### src/rtl/hazard_ctrl_pkg.sv
// Shared encodings for the hazard controller: PC-source codes, register zero, FSM states.
package hazard_ctrl_pkg;
  localparam logic [2:0] PCSRC_BRANCH = 3'b001;
  localparam logic [2:0] PCSRC_JR     = 3'b011;
  localparam logic [4:0] REG_ZERO     = 5'd0;

  typedef enum logic [1:0] {
    RUN   = 2'd0,
    STALL = 2'd1,
    EXC   = 2'd2
  } state_t;
endpackage

### src/rtl/hazard_match.sv
// Register-field comparators for load-use, ALU->branch, load->branch and mem-load->branch hazards.
// Purely combinational, zero latency, no flow control.
module hazard_match
  import hazard_ctrl_pkg::*;
(
  input  logic [4:0] i_ifid_rs,
  input  logic [4:0] i_ifid_rt,
  input  logic       i_ifid_usert,
  input  logic [2:0] i_ifid_pcsrc,
  input  logic       i_idex_memrd,
  input  logic       i_idex_regwr,
  input  logic [4:0] i_idex_wdst,
  input  logic       i_exmem_memrd,
  input  logic [4:0] i_exmem_rt,
  output logic       o_lu,
  output logic       o_ab,
  output logic       o_lb,
  output logic       o_mb
);
  logic w_is_br, w_cmp, w_ex_rs, w_ex_rt, w_ex_op, w_mem_op;

  assign w_is_br = (i_ifid_pcsrc == PCSRC_BRANCH);
  assign w_cmp   = w_is_br | (i_ifid_pcsrc == PCSRC_JR);

  // jr compares only rs; a branch compares both operands
  assign w_ex_rs  = (i_idex_wdst != REG_ZERO) & (i_idex_wdst == i_ifid_rs);
  assign w_ex_rt  = (i_idex_wdst != REG_ZERO) & (i_idex_wdst == i_ifid_rt);
  assign w_ex_op  = w_ex_rs | (w_is_br & w_ex_rt);
  assign w_mem_op = (i_exmem_rt != REG_ZERO) &
                    ((i_exmem_rt == i_ifid_rs) | (w_is_br & (i_exmem_rt == i_ifid_rt)));

  assign o_lu = i_idex_memrd & (w_ex_rs | (i_ifid_usert & w_ex_rt));
  assign o_ab = w_cmp & i_idex_regwr & ~i_idex_memrd & w_ex_op;
  assign o_lb = w_cmp & i_idex_memrd & w_ex_op;
  assign o_mb = w_cmp & i_exmem_memrd & w_mem_op;
endmodule

### src/rtl/hazard_ctrl.sv
// Stall/flush controller for the 5-stage core; outputs combinational from state and inputs.
// Optional saturating stall/flush counters under HAZARD_PERF_CNT_EN.
module hazard_ctrl
  import hazard_ctrl_pkg::*;
#(
  parameter int PERF_W     = 16,
  parameter int LDBR_STALL = 2
) (
  input  logic              clk,
  input  logic              reset,
  input  logic [4:0]        IFID_rs,
  input  logic [4:0]        IFID_rt,
  input  logic              IFID_usert,
  input  logic [2:0]        IFID_pcsrc,
  input  logic              IDEX_memrd,
  input  logic              IDEX_regwr,
  input  logic [4:0]        IDEX_wdst,
  input  logic              EXMEM_memrd,
  input  logic [4:0]        EXMEM_rt,
  input  logic              br_taken,
  input  logic              exc_req,
  output logic              pc_wr,
  output logic              ifid_wr,
  output logic              ifid_flush,
  output logic              idex_bubble,
  output logic              exmem_flush,
  output logic              pc_exc_sel,
  output logic [PERF_W-1:0] stall_cnt,
  output logic [PERF_W-1:0] flush_cnt
);
  localparam logic [1:0] LDBR_INIT = 2'(LDBR_STALL - 1);

  state_t     r_state, w_state_nxt;
  logic [1:0] r_cnt, w_cnt_nxt;
  logic       w_lu, w_ab, w_lb, w_mb;
  logic       w_pc_wr, w_ifid_wr, w_ifid_flush, w_idex_bubble, w_exmem_flush, w_pc_exc_sel;

  hazard_match u_match (
    .i_ifid_rs    (IFID_rs),
    .i_ifid_rt    (IFID_rt),
    .i_ifid_usert (IFID_usert),
    .i_ifid_pcsrc (IFID_pcsrc),
    .i_idex_memrd (IDEX_memrd),
    .i_idex_regwr (IDEX_regwr),
    .i_idex_wdst  (IDEX_wdst),
    .i_exmem_memrd(EXMEM_memrd),
    .i_exmem_rt   (EXMEM_rt),
    .o_lu         (w_lu),
    .o_ab         (w_ab),
    .o_lb         (w_lb),
    .o_mb         (w_mb)
  );

  always_ff @(posedge clk or negedge reset) begin
    if (!reset) begin
      r_state <= RUN;
      r_cnt   <= 2'd0;
    end else begin
      r_state <= w_state_nxt;
      r_cnt   <= w_cnt_nxt;
    end
  end

  always_comb begin
    w_state_nxt   = r_state;
    w_cnt_nxt     = r_cnt;
    w_pc_wr       = 1'b1;
    w_ifid_wr     = 1'b1;
    w_ifid_flush  = 1'b0;
    w_idex_bubble = 1'b0;
    w_exmem_flush = 1'b0;
    w_pc_exc_sel  = 1'b0;
    if ((r_state != EXC) && exc_req) begin
      w_ifid_flush  = 1'b1;
      w_idex_bubble = 1'b1;
      w_exmem_flush = 1'b1;
      w_pc_exc_sel  = 1'b1;
      w_cnt_nxt     = 2'd0;
      w_state_nxt   = EXC;
    end else begin
      case (r_state)
        RUN: begin
          // load->branch first: it also matches lu and needs the longer stall
          if (w_lb) begin
            w_pc_wr       = 1'b0;
            w_ifid_wr     = 1'b0;
            w_idex_bubble = 1'b1;
            w_cnt_nxt     = LDBR_INIT;
            w_state_nxt   = (LDBR_INIT != 2'd0) ? STALL : RUN;
          end else if (w_lu || w_ab || w_mb) begin
            w_pc_wr       = 1'b0;
            w_ifid_wr     = 1'b0;
            w_idex_bubble = 1'b1;
          end else if (br_taken) begin
            w_ifid_flush  = 1'b1;
          end
        end
        STALL: begin
          w_pc_wr       = 1'b0;
          w_ifid_wr     = 1'b0;
          w_idex_bubble = 1'b1;
          if (r_cnt != 2'd0) w_cnt_nxt = r_cnt - 2'd1;
          if (r_cnt <= 2'd1) w_state_nxt = RUN;
        end
        EXC: begin
          w_ifid_flush  = 1'b1;
          w_idex_bubble = 1'b1;
          w_state_nxt   = RUN;
        end
        default: w_state_nxt = RUN;
      endcase
    end
  end

  // Hold idle values while reset is asserted, whatever the hazard inputs show
  assign pc_wr       = reset ? w_pc_wr       : 1'b1;
  assign ifid_wr     = reset ? w_ifid_wr     : 1'b1;
  assign ifid_flush  = reset & w_ifid_flush;
  assign idex_bubble = reset & w_idex_bubble;
  assign exmem_flush = reset & w_exmem_flush;
  assign pc_exc_sel  = reset & w_pc_exc_sel;

`ifdef HAZARD_PERF_CNT_EN
  logic [PERF_W-1:0] r_stall_cnt, r_flush_cnt;

  always_ff @(posedge clk or negedge reset) begin
    if (!reset) begin
      r_stall_cnt <= '0;
      r_flush_cnt <= '0;
    end else begin
      if (!pc_wr && (r_stall_cnt != '1))     r_stall_cnt <= r_stall_cnt + PERF_W'(1);
      if (ifid_flush && (r_flush_cnt != '1)) r_flush_cnt <= r_flush_cnt + PERF_W'(1);
    end
  end

  assign stall_cnt = r_stall_cnt;
  assign flush_cnt = r_flush_cnt;
`else
  assign stall_cnt = '0;
  assign flush_cnt = '0;
`endif
endmodule

### config.mk
export PLATFORM = sky130hd
export DESIGN_NAME = hazard_ctrl
export DESIGN_NICKNAME = d
export VERILOG_FILES = /design/src/rtl/hazard_ctrl_pkg.sv /design/src/rtl/hazard_match.sv /design/src/rtl/hazard_ctrl.sv
export SDC_FILE = /design/constraint.sdc
export NUM_CORES = 1
export LEC_CHECK = 0
export CAP_MARGIN = 20
export CORE_MARGIN = 10
export CORE_UTILIZATION = 30
export CTS_CLUSTER_SIZE = 8
export DETAILED_ROUTE_END_ITERATION = 8
export PLACE_DENSITY = 0.77
export SETUP_SLACK_MARGIN = 0.05
export SYNTH_ARGS = -nofsm -noshare
export SYNTH_HDL_FRONTEND = slang
export SYNTH_SLANG_ARGS = --single-unit
### constraint.sdc
create_clock -name clk -period 1.83 [get_ports clk]
set_input_delay 0.366 -clock clk [delete_from_list [all_inputs] [get_ports clk]]
set_output_delay 0.366 -clock clk [all_outputs]
set_load 0.01 [all_outputs]
# --- Yosys cells after proc, flatten, opt, wreduce, memory -nomap -nowiden ---
# Index checks and enable logic that the tools add are counted.
classes:
  muxes: 22
  reduce_logical: 11
  add_sub_neg: 1
  eq_ne: 12
  magnitude_cmp: 1
  n_bitwise: 22
ops:
  columns: ["op", "count"]
  rows:
  - ["5-bit equality test", 4]
  - ["1-bit bitwise AND", 17]
  - ["1-bit 2-to-1 mux", 12]
  - ["2-bit 2-to-1 mux", 5]
  - ["5-bit nonzero test", 2]
  - ["2-bit case mux with 2 select lines", 2]
  - ["3-bit inequality test, second input constant", 2]
  - ["1-bit case mux with 2 select lines", 3]
  - ["1-bit OR", 4]
  - ["3-bit by 1-bit equality test with 1-bit output, second input constant", 1]
  - ["3-bit by 2-bit equality test with 1-bit output, second input constant", 1]
  - ["3-bit by 2-bit inequality test with 1-bit output, second input constant", 1]
  - ["3-bit AND reduction", 1]
  - ["3-bit nonzero test", 1]
  - ["2-bit by 1-bit equality test with 1-bit output, second input constant", 1]
  - ["2-bit equality test, second input constant", 1]
  - ["2-bit by 1-bit <= comparator with 1-bit output, second input constant", 1]
  - ["2-bit logical NOT", 1]
  - ["1-bit logical OR", 2]
  - ["2-bit inequality test, second input constant", 1]
  - ["2-bit AND reduction", 1]
  - ["2-bit nonzero test", 1]
  - ["2-bit OR reduction", 1]
  - ["2-bit by 1-bit subtractor with 2-bit output, second input constant", 1]
  - ["other kinds (2)", 2]
totals:
  out_inout_bits: 38
  regBits: 4
  in_bits: 31

# --- Longest topological paths before layout ---
# Gate-level depths: netlist of run 1.
logic_depth:
  word_depth: 12
  depth_mapped: 7
  depth_no_buf: 6

# --- By module ---
# From an unflattened synthesis of run 1, not the netlist that was laid out.
unflattened:
  cells_unflattened: 121
  hier_area_um2: 975.9
modules_own_cells:
  columns: ["mod", "cells_per_inst", "seq_area_each_um2", "area_per_inst_um2", "instances"]
  rows:
  - ["hazard_ctrl", 79, 100.1, 656.9, 1]
  - ["hazard_match", 42, 0.0, 319.1, 1]

# --- Worst setup path after synthesis of run 1 ---
# OpenSTA, ideal clock, no wires.
synth_path:
  path_type: "input-to-output"
  start: "input port IFID_pcsrc[0]"
  end: "output port pc_wr"
  cell_stages: 7
  arrival_time_ns: 1.500
  path_slack_ns: -0.036
  cell_sequence: "nor2b_1 > a22o_1 > nand3_1 > a21oi_1 > a41o_1 > o211ai_1 > buf_4"
synth_between:
  elab_chain_len: 12
synth_rtl:
  columns: ["element", "line_no", "text"]
  rows:
  - ["start: declaration", "hazard_ctrl.sv:14", "input logic [2:0] IFID_pcsrc,"]
  - ["3-bit by 1-bit equality test with 1-bit output or 3-bit by 2-bit equality test with 1-bit output (tied branches)", "hazard_match.sv:22, hazard_match.sv:23", null]
  - ["1-bit OR", "hazard_match.sv:23", "assign w_cmp = w_is_br | (i_ifid_pcsrc == PCSRC_JR);"]
  - ["1-bit bitwise AND (3 in a row)", "hazard_match.sv:33", "assign o_ab = w_cmp & i_idex_regwr & ~i_idex_memrd & w_ex_op;"]
  - ["1-bit logical OR (2 in a row)", "hazard_ctrl.sv:90", "end else if (w_lu || w_ab || w_mb) begin"]
  - ["1-bit 2-to-1 mux", null, null]
  - ["1-bit 2-to-1 mux *", null, null]
  - ["1-bit case mux with 2 select lines *", null, null]
  - ["1-bit 2-to-1 mux * (2 in a row)", null, null]
  - ["end: declaration", "hazard_ctrl.sv:22", "output logic pc_wr,"]
# Mark *: on every way between the ends. The rest lies on a longest branch, timed or not.

# --- Worst setup path after layout of run 1 ---
layout_path:
  start: "input port IDEX_memrd"
  end: "output port ifid_wr"
layout_between:
  elab_chain_len: 10
layout_rtl:
  columns: ["element", "line_no", "text"]
  rows:
  - ["start: declaration", "hazard_ctrl.sv:15", "input logic IDEX_memrd,"]
  - ["1-bit NOT", "hazard_match.sv:33", null]
  - ["1-bit bitwise AND (2 in a row)", "hazard_match.sv:33", null]
  - ["1-bit logical OR (2 in a row)", "hazard_ctrl.sv:90", null]
  - ["1-bit 2-to-1 mux", "hazard_ctrl.sv:90", null]
  - ["1-bit 2-to-1 mux *", "hazard_ctrl.sv:84", "if (w_lb) begin"]
  - ["1-bit case mux with 2 select lines *", "hazard_ctrl.sv:81", "case (r_state)"]
  - ["1-bit 2-to-1 mux *", "hazard_ctrl.sv:73", "if ((r_state != EXC) && exc_req) begin"]
  - ["1-bit 2-to-1 mux *", "hazard_ctrl.sv:117", "assign ifid_wr = reset ? w_ifid_wr : 1'b1;"]
  - ["end: declaration", "hazard_ctrl.sv:23", "output logic ifid_wr,"]
# Marked as above.

==> Implementation_results.wiki, run 1 <==
{| class="wikitable"
! Metric !! Value
|-
| Status || complete, but fails checks
|-
| Violations in the final reports || setup timing
|-
| Origin of the critical flop-to-flop path || r_state[0]$_DFFE_PN0P_
|-
| Net count of the finished layout || about 230
|-
| Leading cell types by total area after synthesis || sky130_fd_sc_hd__buf_4 (26%), sky130_fd_sc_hd__xor2_1 (13%), sky130_fd_sc_hd__dfrtp_1 (10%), sky130_fd_sc_hd__ha_1 (7.7%), sky130_fd_sc_hd__xnor2_1 (5.4%)
|-
| Via count of the first global-routing pass || between 1000 and 1500
|-
| Yosys warning total || 0
|-
| Critical path arrival || 1.73 ns
|-
| Leading area contributor after synthesis || sky130_fd_sc_hd__buf_4
|-
| Total placed instance area || between 0.001 and 0.0015 mm^2
|-
| Sinks on Clock Net || 4
|-
| Final setup fails || 4
|-
| Growth of design area from synthesis to finish || 58.4%
|-
| Violation count after the first detailed-route iteration || 21
|-
| Largest fanout on the critical path || 3
|-
| Max Clk Rate || about 480 MHz
|-
| Ratio of cells with drive above 1 in the final layout || 40.1%
|-
| EDFF count, synth || 0
|-
| Initial core utilization || 31.6%
|-
| Placeable core region || 0.00308 mm^2
|-
| Min Clock Period, post-route || 2.09 ns
|-
| RSZ-0062 raised after global routing || true
|-
| Antenna violations before repair || 0
|-
| Number of antenna diodes || 0
|-
| Overall die area || approximately 0.0059 mm^2
|-
| Netlist area before placement || just under 0.001 mm^2
|-
| R2R Setup Slk || around 0.28 ns
|-
| Worst Skew || 0.00315 ns
|-
| Count of cell types in the netlist || 36
|-
| Total overflow reported by the global router || 0
|-
| Via total after detailed routing || between 900 and 1000
|-
| Type of the setup path with the least slack || primary input to primary output
|-
| CTS Buf Count || 3
|-
| Worst Reg2Reg Path Length in Cells || 6
|-
| Number of max-slew violations in the final report || 0
|-
| Total power divided by cell area || between 500 and 600 mW/mm^2
|-
| Via density per instance || roughly 4.1
|-
| DIE WIDTH || between 70 and 80 um
|-
| Startpoint class of the critical path || primary input
|-
| Fin. Hold Viols || 0
|-
| Total wirelength of the detailed-routed design || roughly 3200 um
|-
| Total of max-cap violations || 0
|-
| Total non-filler cell area in the finished layout || between 0.0015 and 0.002 mm^2
|-
| Clk pin slew, worst setup/hold paths || roughly 0.040 ns
|-
| Power, Total || about 0.92 mW
|-
| # IOs || between 60 and 70
|-
| Root Buffer || sky130_fd_sc_hd__clkbuf_4
|-
| Flop and latch count out of synthesis || 4
|-
| Final HPWL DP || 2650 um
|-
| Fraction of registers with async set/reset || 100%
|-
| Most common flop cell mapped by yosys || sky130_fd_sc_hd__dfrtp_1
|-
| Cell count after synthesis || 124
|-
| Avg Cell Area, Syn || a little under 8 um^2
|-
| Detailed-route DRC error count || 0
|-
| Sequential element share of the synthesized area || 10.3%
|-
| Worst ir drop on vdd || approximately 270 uV
|-
| R2R Path End || r_cnt[0]$_DFFE_PN0P_
|-
| Maximum number of pins on one net before global-route repair || 8
|-
| Count of hold buffers inserted by post-cts repair || 0
|-
| Type of element capturing the critical path || primary output
|-
| Count of antenna-violating nets left after detailed routing || 0
|-
| Overall fraction of global-route tracks in use || 9.94%
|-
| Area share of the leading cell type in the synthesized netlist || 26.2%
|-
| Clock tree from TritonCTS || built
|-
| Fin worst setup slack || -0.261 ns
|-
| Number of search-and-repair iterations in the first detailed-routing pass || 4
|-
| Worst setup slack before clock tree synthesis || -1.00 ns
|-
| CTS H-Tree Depth || 1
|-
| Global-route wire length before repair || 4950 um
|-
| Final period utilization || 114%
|-
| Tightest Hold Check Type || primary input to async pin
|-
| Routability congestion estimate || between 0.7 and 0.8
|-
| Clock tree buffer depth || 2
|-
| Y dimension of the die || about 77 um
|-
| Leak || ~0.78 nW
|-
| Input/output buffers || 36
|-
| Required @ worst endpoint || approximately 1.5 ns
|-
| Routed wire length per instance || between 10 and 15 um
|-
| Insertion delay to the later sink of the worst-skew pair || 0.23 ns
|-
| Num rows || 20
|}
[Yosys cell counts (2+ instances only)]
| cell type | number |
|---|---|
| sky130_fd_sc_hd__ha_1 | 6 |
| sky130_fd_sc_hd__xnor2_1 | 6 |
| sky130_fd_sc_hd__inv_1 | 6 |
| sky130_fd_sc_hd__nand4b_1 | 2 |
| sky130_fd_sc_hd__xor2_1 | 14 |
| sky130_fd_sc_hd__nor2_1 | 6 |
| sky130_fd_sc_hd__nor2b_1 | 3 |
| sky130_fd_sc_hd__nand2b_1 | 2 |
| sky130_fd_sc_hd__a21o_1 | 2 |
| sky130_fd_sc_hd__nand2_1 | 4 |
| sky130_fd_sc_hd__buf_4 | 34 |
| sky130_fd_sc_hd__a21oi_1 | 4 |
| sky130_fd_sc_hd__nor3_1 | 3 |
| sky130_fd_sc_hd__o31ai_1 | 2 |
| sky130_fd_sc_hd__nor4b_1 | 2 |
| sky130_fd_sc_hd__dfrtp_1 | 4 |
| sky130_fd_sc_hd__nand3_1 | 5 |
[timing repair]
action | in CTS | in global routing
pin swaps | 23 | 7
gates resized for setup | 135 | 7
setup endpoints to repair | 10 | 8
hold endpoints to repair | 0 | 0
buffers inserted | 11 | 0
[area by class of cell]
cell class	instances	area, um^2
fillers	297	1540
multi-input cells	110	778
repair buffers	69	563
flip-flops and latches	4	100
well taps	44	55.1
clock buffers	3	22.5
inverters	6	22.5
[cells in the final DEF, fill, tap and decap left out, drive strengths merged]
cell type,n
o31ai,2
a21o,2
conb,32
a31oi,1
ha,6
a22o,1
a311oi,1
nand3,6
o211ai,1
a41o,1
dfrtp,4
inv,6
dlygate4sd2,7
clkbuf,3
xnor2,6
a21oi,5
o311a,1
o21ai,3
nand2b,2
a31o,1
nand2,4
nor2b,3
and2,1
clkdlybuf4s50,3
a32o,1
nand4,1
nor2,6
xor2,14
nor4,1
buf,57
nor3,4
nor4b,2
nand4b,2
clkdlybuf4s15,2
[worst max-delay path, cell delays in order]
cell and delay, ns:
sky130_fd_sc_hd__clkdlybuf4s15_1 0.23, sky130_fd_sc_hd__a22o_1 0.24, sky130_fd_sc_hd__nand3_1 0.09, sky130_fd_sc_hd__a21oi_1 0.07, sky130_fd_sc_hd__a41o_1 0.22, sky130_fd_sc_hd__buf_4 0.14, sky130_fd_sc_hd__o211ai_1 0.19, sky130_fd_sc_hd__buf_2 0.17
[cells by family (layout without fill, tap and decap cells)]
logic type | after synthesis | count (layout) | synth area share [%]
buffers and inverters | 41 | 78 | 28.9
flip-flops | 4 | 4 | 10.3
adder cells (fa/ha/maj) | 6 | 6 | 7.71
AND/OR/NAND/NOR | 32 | 32 | 18.8
XOR/XNOR | 20 | 20 | 18.0
other | 1 | 32 | 0.385
AO/OA/AOI/OAI | 20 | 20 | 15.9
[routing by layer]
layer	vias up	GRT usage, %	wire [um]
li1	494	-	-
met2	29	20.0	1870
met4	0	2.60	24
met5	-	0	0
met3	4	2.10	141
met1	448	9.83	1110
[state kept, by name, summed over array words and instances (netlist names)]
signal / flops
r_cnt: 2
r_state: 2
[through the flow]
stage,hold WS [ns],std cells,utilization [%],TNS [ns]
after floorplan,0.0704,155,-,-0.0201
after global placement,0.539,226,47.1,-5.45
after detailed placement,0.551,226,47.1,-5.66
after CTS,0.496,237,49.4,-0.901
after global routing,0.523,236,50.1,-1.28
final,0.496,236,50.1,-0.946
[where the power goes]
| group | switching [mW] | leakage [nW] | internal, mW |
|---|---|---|---|
| combinational | 0.316 | 0.709 | 0.361 |
| sequential | 0.0310 | 0.0527 | 0.111 |
| clock | 0.0327 | 0.0138 | 0.0731 |
[how the worst max path moves through the flow]
stage	from	endpoint	cells after the start
finish	IDEX_memrd	ifid_wr	8
global route	EXMEM_rt[3]	ifid_wr	7
CTS	EXMEM_rt[0]	ifid_wr	9
detailed placement	EXMEM_rt[0]	idex_bubble	8
global placement	EXMEM_rt[0]	idex_bubble	8
floorplan	IFID_rt[0]	pc_wr	7
No activity file was read; power rests on OpenSTA's default activity.
==> run 2, diff against run 1 <==
- RECOVER_POWER: not set -> 100
- SLEW_MARGIN: not set -> 20
==> Implementation_results.wiki, run 2 (same netlist as run 1, synthesis figures left out) <==
{| class="wikitable"
! Metric !! Value
|-
| Status || complete, but fails checks
|-
| Violations in the final reports || setup timing
|-
| Routability congestion estimate || a little under 0.8
|-
| Total wirelength of the detailed-routed design || roughly 3200 um
|-
| Fin. Hold Viols || 0
|-
| Fin worst setup slack || -0.280 ns
|-
| Input/output buffers || 36
|-
| Detailed-route DRC error count || 0
|-
| Ratio of cells with drive above 1 in the final layout || 39.1%
|-
| Final period utilization || 115%
|-
| Global-route wire length before repair || roughly 5000 um
|-
| Top Registers || r_cnt: 2 flops, r_state: 2 flops
|-
| Violation count after the first detailed-route iteration || 26
|-
| Critical path arrival || around 1.7 ns
|-
| Total negative setup slack || -1.02 ns
|-
| Ordered list of cells on the worst path || clkdlybuf4s15_1 -> a22o_1 -> nand3_1 -> a21oi_1 -> a41o_1 -> buf_4 -> o211ai_1 -> buf_2
|-
| Worst setup slack before clock tree synthesis || -1.00 ns
|-
| Startpoint class of the critical path || primary input
|-
| Total placed instance area || approximately 0.0014 mm^2
|-
| Root Buffer || sky130_fd_sc_hd__clkbuf_4
|-
| Power, Total || around 0.9 mW
|-
| Max Clk Rate || between 400 and 500 MHz
|-
| Antenna violations before repair || 0
|-
| Total of max-cap violations || 0
|-
| Commonest non-fill, non-tap cell in the layout || sky130_fd_sc_hd__conb_1
|-
| Number of antenna diodes || 0
|-
| Y dimension of the die || 77.0 um
|-
| Via count of the first global-routing pass || between 1000 and 1500
|-
| Clock tree from TritonCTS || built
|-
| Fill cells || between 300 and 400
|-
| Sequential cell area || 100 um^2
|-
| Origin of the critical flop-to-flop path || r_state[0]$_DFFE_PN0P_
|-
| Net count of the finished layout || ~230
|-
| Final setup fails || 4
|-
| Total power divided by cell area || ~600 mW/mm^2
|-
| Largest fanout on the critical path || 3
|-
| Worst Reg2Reg Path Length in Cells || 6
|-
| Growth of design area from synthesis to finish || 56.3%
|-
| Via density per instance || 4.19
|-
| Final HPWL DP || between 2000 and 3000 um
|-
| Delay contributed by the slowest stage of the critical path || roughly 0.24 ns
|-
| CTS Buf Count || 3
|-
| Clock tree buffer depth || 2
|-
| Type of element capturing the critical path || primary output
|-
| Slowest cell on the critical path || sky130_fd_sc_hd__clkdlybuf4s15_1
|-
| RSZ-0062 raised after global routing || true
|-
| Count of placed standard cells in the final layout, fillers left out || 236
|-
| Required @ worst endpoint || 1.46 ns
|-
| Num rows || 20
|-
| Clk pin slew, worst setup/hold paths || ~0.030 ns
|-
| R2R Setup Slk || around 0.28 ns
|-
| Most used cells in the layout excluding fill and tap cells || sky130_fd_sc_hd__conb_1 (32), sky130_fd_sc_hd__buf_4 (28), sky130_fd_sc_hd__buf_2 (13), sky130_fd_sc_hd__buf_6 (12), sky130_fd_sc_hd__xor2_1 (11)
|-
| Number of search-and-repair iterations in the first detailed-routing pass || 4
|-
| R2R Path End || r_cnt[0]$_DFFE_PN0P_
|-
| Placed Instances || between 200 and 250
|-
| Total overflow reported by the global router || 0
|-
| Type of the setup path with the least slack || primary input to primary output
|-
| Number of max-slew violations in the final report || 0
|-
| Via total after detailed routing || between 900 and 1000
|-
| Routed wire length per instance || ~13 um
|-
| Worst Skew || 0.00326 ns
|-
| Total non-filler cell area in the finished layout || about 0.0015 mm^2
|-
| Leak || between 0.7 and 0.8 nW
|-
| Min Clock Period, post-route || between 2 and 2.5 ns
|-
| # IOs || 69
|-
| Count of hold buffers inserted by post-cts repair || 0
|-
| DIE WIDTH || between 70 and 80 um
|-
| Insertion delay to the later sink of the worst-skew pair || about 0.23 ns
|-
| Overall die area || 0.00592 mm^2
|-
| Initial core utilization || 31.6%
|-
| Tightest Hold Check Type || register to register
|-
| Hold Crit Endpoint || r_cnt[1]$_DFFE_PN0P_
|-
| Maximum number of pins on one net before global-route repair || 8
|-
| Min-Delay Startpoint || r_cnt[1]$_DFFE_PN0P_
|-
| Worst ir drop on vdd || 268 uV
|-
| Overall fraction of global-route tracks in use || under 10%
|-
| Count of antenna-violating nets left after detailed routing || 0
|-
| Area of the multi-input gates || approximately 770 um^2
|-
| WHS Path Cells || 1
|-
| Sinks on Clock Net || 4
|-
| CTS H-Tree Depth || 1
|-
| Placeable core region || 0.00308 mm^2
|}
==> run 2: cell count changes in the layout (fill, tap and decap cells not counted) <==
cell	delta
sky130_fd_sc_hd__buf_4	-2
sky130_fd_sc_hd__a21oi_2	+1
sky130_fd_sc_hd__a21oi_4	-1
sky130_fd_sc_hd__and2_0	+1
sky130_fd_sc_hd__and2_4	-1
sky130_fd_sc_hd__buf_6	-1
sky130_fd_sc_hd__clkbuf_1	+1
sky130_fd_sc_hd__clkbuf_2	+1
sky130_fd_sc_hd__clkbuf_4	+1
sky130_fd_sc_hd__clkdlybuf4s50_1	-1
sky130_fd_sc_hd__dlygate4sd3_1	+1
==> run 2: worst max path at each step <==
stage,start,endpoint,slack [ns],cells past startpoint
after floorplan,IFID_rt[0],pc_wr,-0.02,7
after detailed placement,EXMEM_rt[0],idex_bubble,-1.00,8
final,IDEX_memrd,ifid_wr,-0.28,8
after global routing,EXMEM_rt[3],ifid_wr,-0.34,7
after global placement,EXMEM_rt[0],idex_bubble,-0.96,8
after CTS,EXMEM_rt[0],ifid_wr,-0.24,9
==> run 2: layout make-up <==
class                           count  area share (%)
Clock buffer                        3            1.48
Tap cell                           44            3.62
Timing Repair Buffer               69            36.3
Sequential cell                     4            6.58
Inverter                            6            1.48
Multi-Input combinational cell    110            50.5
==> run 2: metal layers <==
metal,global-route usage (%),up-vias,part of all wire (%)
met5,0,-,0
met4,2.60,0,0.76
met3,2.10,4,4.8
met2,20.0,35,59
met1,9.83,454,35
li1,-,495,-
==> run 2: metrics by stage <==
stage / hold slack [ns] / util, %
floorplan: 0.0704 / -
global placement: 0.539 / 47.1
detailed placement: 0.551 / 47.1
CTS: 0.496 / 49.4
global route: 0.579 / 49.4
finish: 0.556 / 49.4
==> run 2: worst max-delay path, delay by kind of cell <==
family	cells	cell delay, ns
buffers and inverters	3	0.56
AOI/OAI and AO/OA	4	0.72
and+or+nand+nor	1	0.09
==> run 2: power breakdown <==
| part | internal, mW | switching (mW) |
|---|---|---|
| Sequential | 0.111 | 0.0311 |
| Clock | 0.0731 | 0.0328 |
| Combinational | 0.355 | 0.316 |
==> run 2: timing repair <==
item | 4_1_cts | 5_1_grt
endpoints found under the setup margin | 10 | 8
setup buffers | 11 | 0
pin swaps | 23 | 7
gates cloned | 0 | 0
resized for setup | 135 | 7
==> run 3, diff against run 2 <==
- CORE_MARGIN: 10 -> not set
==> Implementation_results.wiki, run 3 (same netlist as run 1, synthesis figures left out) <==
{| class="wikitable"
! Metric !! Value
|-
| Violation count after the first detailed-route iteration || 22
|-
| Net switching share of the total power || roughly 40%
|-
| Worst ir drop on vdd || 300 uV
|-
| Sinks on Clock Net || 4
|-
| Required @ worst endpoint || between 1 and 1.5 ns
|-
| Input/output buffers || 36
|-
| Overall die area || ~0.0035 mm^2
|-
| Final HPWL DP || between 1500 and 2000 um
|-
| Via density per instance || 4.00
|-
| Delay contributed by the slowest stage of the critical path || between 0.2 and 0.25 ns
|-
| Total of max-cap violations || 0
|-
| Gate family responsible for the most delay along the worst path || compound AO/OA/AOI/OAI gates
|-
| Root Buffer || sky130_fd_sc_hd__clkbuf_4
|-
| Leak || about 0.74 nW
|-
| Total placed instance area || about 0.0014 mm^2
|-
| Number of max-slew violations in the final report || 0
|-
| Fin. Hold Viols || 0
|-
| Overall fraction of global-route tracks in use || about an eighth
|-
| Fin worst setup slack || -0.205 ns
|-
| Count of hold buffers inserted by post-cts repair || 0
|-
| Growth of design area from synthesis to finish || 52.1%
|-
| Num rows || 20
|-
| Origin of the critical flop-to-flop path || r_state[0]$_DFFE_PN0P_
|-
| Routed wire length per instance || approximately 9.9 um
|-
| Switch Pwr || ~0.36 mW
|-
| Ratio of cells with drive above 1 in the final layout || 36.7%
|-
| RSZ-0062 raised after global routing || true
|-
| Insertion delay to the later sink of the worst-skew pair || approximately 0.23 ns
|-
| Hold Crit Endpoint || r_cnt[1]$_DFFE_PN0P_
|-
| Critical path arrival || approximately 1.7 ns
|-
| Min Clock Period, post-route || roughly 2 ns
|-
| Total non-filler cell area in the finished layout || 0.00148 mm^2
|-
| Internal power || between 0.5 and 0.6 mW
|-
| Part of the power in registers || about 16%
|-
| Min-Delay Startpoint || r_cnt[1]$_DFFE_PN0P_
|-
| Number of antenna diodes || 0
|-
| Total power divided by cell area || between 600 and 700 mW/mm^2
|-
| Via count of the first global-routing pass || between 800 and 900
|-
| Total wirelength of the detailed-routed design || around 2300 um
|-
| Placeable core region || 0.00308 mm^2
|-
| Type of the setup path with the least slack || primary input to primary output
|-
| Detailed-route DRC error count || 0
|-
| Util after Layout || roughly half
|-
| Top Registers || r_cnt: 2 flops, r_state: 2 flops
|-
| Startpoint class of the critical path || primary input
|-
| Max Clk Rate || between 400 and 500 MHz
|-
| Routability congestion estimate || between 0.7 and 0.8
|-
| Largest fanout on the critical path || 3
|-
| Via total after detailed routing || 929
|-
| Number of search-and-repair iterations in the first detailed-routing pass || 4
|-
| Initial core utilization || 31.6%
|-
| Maximum number of pins on one net before global-route repair || 8
|-
| Type of element capturing the critical path || primary output
|-
| Total overflow reported by the global router || 0
|-
| R2R Path End || r_cnt[0]$_DFFE_PN0P_
|-
| CTS H-Tree Depth || 1
|-
| CTS Buf Count || 3
|-
| Tightest Hold Check Type || register to register
|-
| Count of antenna-violating nets left after detailed routing || 0
|-
| Power, Total || 0.892 mW
|-
| Clock tree from TritonCTS || built
|-
| Clock tree buffer depth || 2
|-
| Worst Reg2Reg Path Length in Cells || 6
|-
| Violations in the final reports || setup timing
|-
| Commonest non-fill, non-tap cell in the layout || sky130_fd_sc_hd__conb_1
|-
| Critical path buffer and inverter count || 3
|-
| WHS Path Cells || 1
|-
| Final setup fails || 4
|-
| Clk pin slew, worst setup/hold paths || 0.03 ns
|-
| Status || complete, but fails checks
|-
| Worst Skew || 0.00108 ns
|-
| Y dimension of the die || between 50 and 60 um
|-
| Antenna violations before repair || 0
|-
| # IOs || between 60 and 70
|-
| Combinational share of power || 72.9%
|-
| Most used cells in the layout excluding fill and tap cells || sky130_fd_sc_hd__conb_1 (32), sky130_fd_sc_hd__buf_4 (23), sky130_fd_sc_hd__xor2_1 (13), sky130_fd_sc_hd__buf_6 (12), sky130_fd_sc_hd__buf_2 (12)
|-
| Ordered list of cells on the worst path || clkdlybuf4s15_1 -> a22o_1 -> nand3_1 -> a21oi_2 -> a41o_1 -> buf_6 -> o211ai_1 -> buf_2
|-
| Slowest cell on the critical path || sky130_fd_sc_hd__a22o_1
|-
| Final period utilization || 111%
|-
| Global-route wire length before repair || between 3000 and 4000 um
|-
| Clock Power Share || around 12%
|-
| DIE WIDTH || approximately 60 um
|-
| R2R Setup Slk || between 0.2 and 0.3 ns
|-
| Net count of the finished layout || roughly 230
|}
-- run 3: repair_timing --
action	in CTS	in global routing
setup buffers	7	2
endpoints found under the setup margin	10	10
pin swaps	20	13
gates resized for setup	125	15
-- run 3: routing by layer --
layer | vias to the layer above | share of wire (%) | GRT usage, %
met2 | 27 | 54 | 25.6
met3 | 0 | 3.8 | 0.879
li1 | 489 | - | -
met5 | - | 0 | 0
met4 | 0 | 0 | 3.06
met1 | 413 | 42 | 15.6
-- run 3: worst max-delay path by stage --
stage	startpoint	endpoint	depth (start not counted)
floorplan	IFID_rt[0]	pc_wr	7
global placement	EXMEM_rt[0]	idex_bubble	8
detailed placement	EXMEM_rt[0]	idex_bubble	8
CTS	EXMEM_rt[4]	ifid_wr	9
global route	EXMEM_rt[1]	pc_wr	9
finish	IDEX_memrd	pc_wr	8
-- run 3: area by class of cell --
type | count | area, um^2
Clock buffer | 3 | 22.5
Inverter | 6 | 22.5
Timing Repair Buffer | 65 | 523
Fill cell | 322 | 1600
Multi-Input combinational cell | 110 | 757
Tap cell | 44 | 55.1
Sequential cell | 4 | 100
-- run 3: per-stage QoR --
step | setup TNS [ns] | setup WS, ns | hold slack [ns] | std cells
5_1_grt | -1.23 | -0.325 | 0.597 | 232
3_5_place_dp | -5.40 | -0.933 | 0.554 | 225
2_1_floorplan | -0.0201 | -0.0201 | 0.0704 | 155
3_3_place_gp | -5.43 | -0.949 | 0.537 | 225
4_1_cts | -0.806 | -0.217 | 0.509 | 233
6_report | -0.746 | -0.205 | 0.552 | 232
-- run 3: power by group through the flow --
stage	logic (mW)	clock network [mW]	registers, mW
floorplan	0.375	0	0.131
global placement	0.639	0	0.131
detailed placement	0.646	0	0.133
CTS	0.649	0.112	0.136
global route	0.720	0.115	0.141
finish	0.650	0.104	0.138
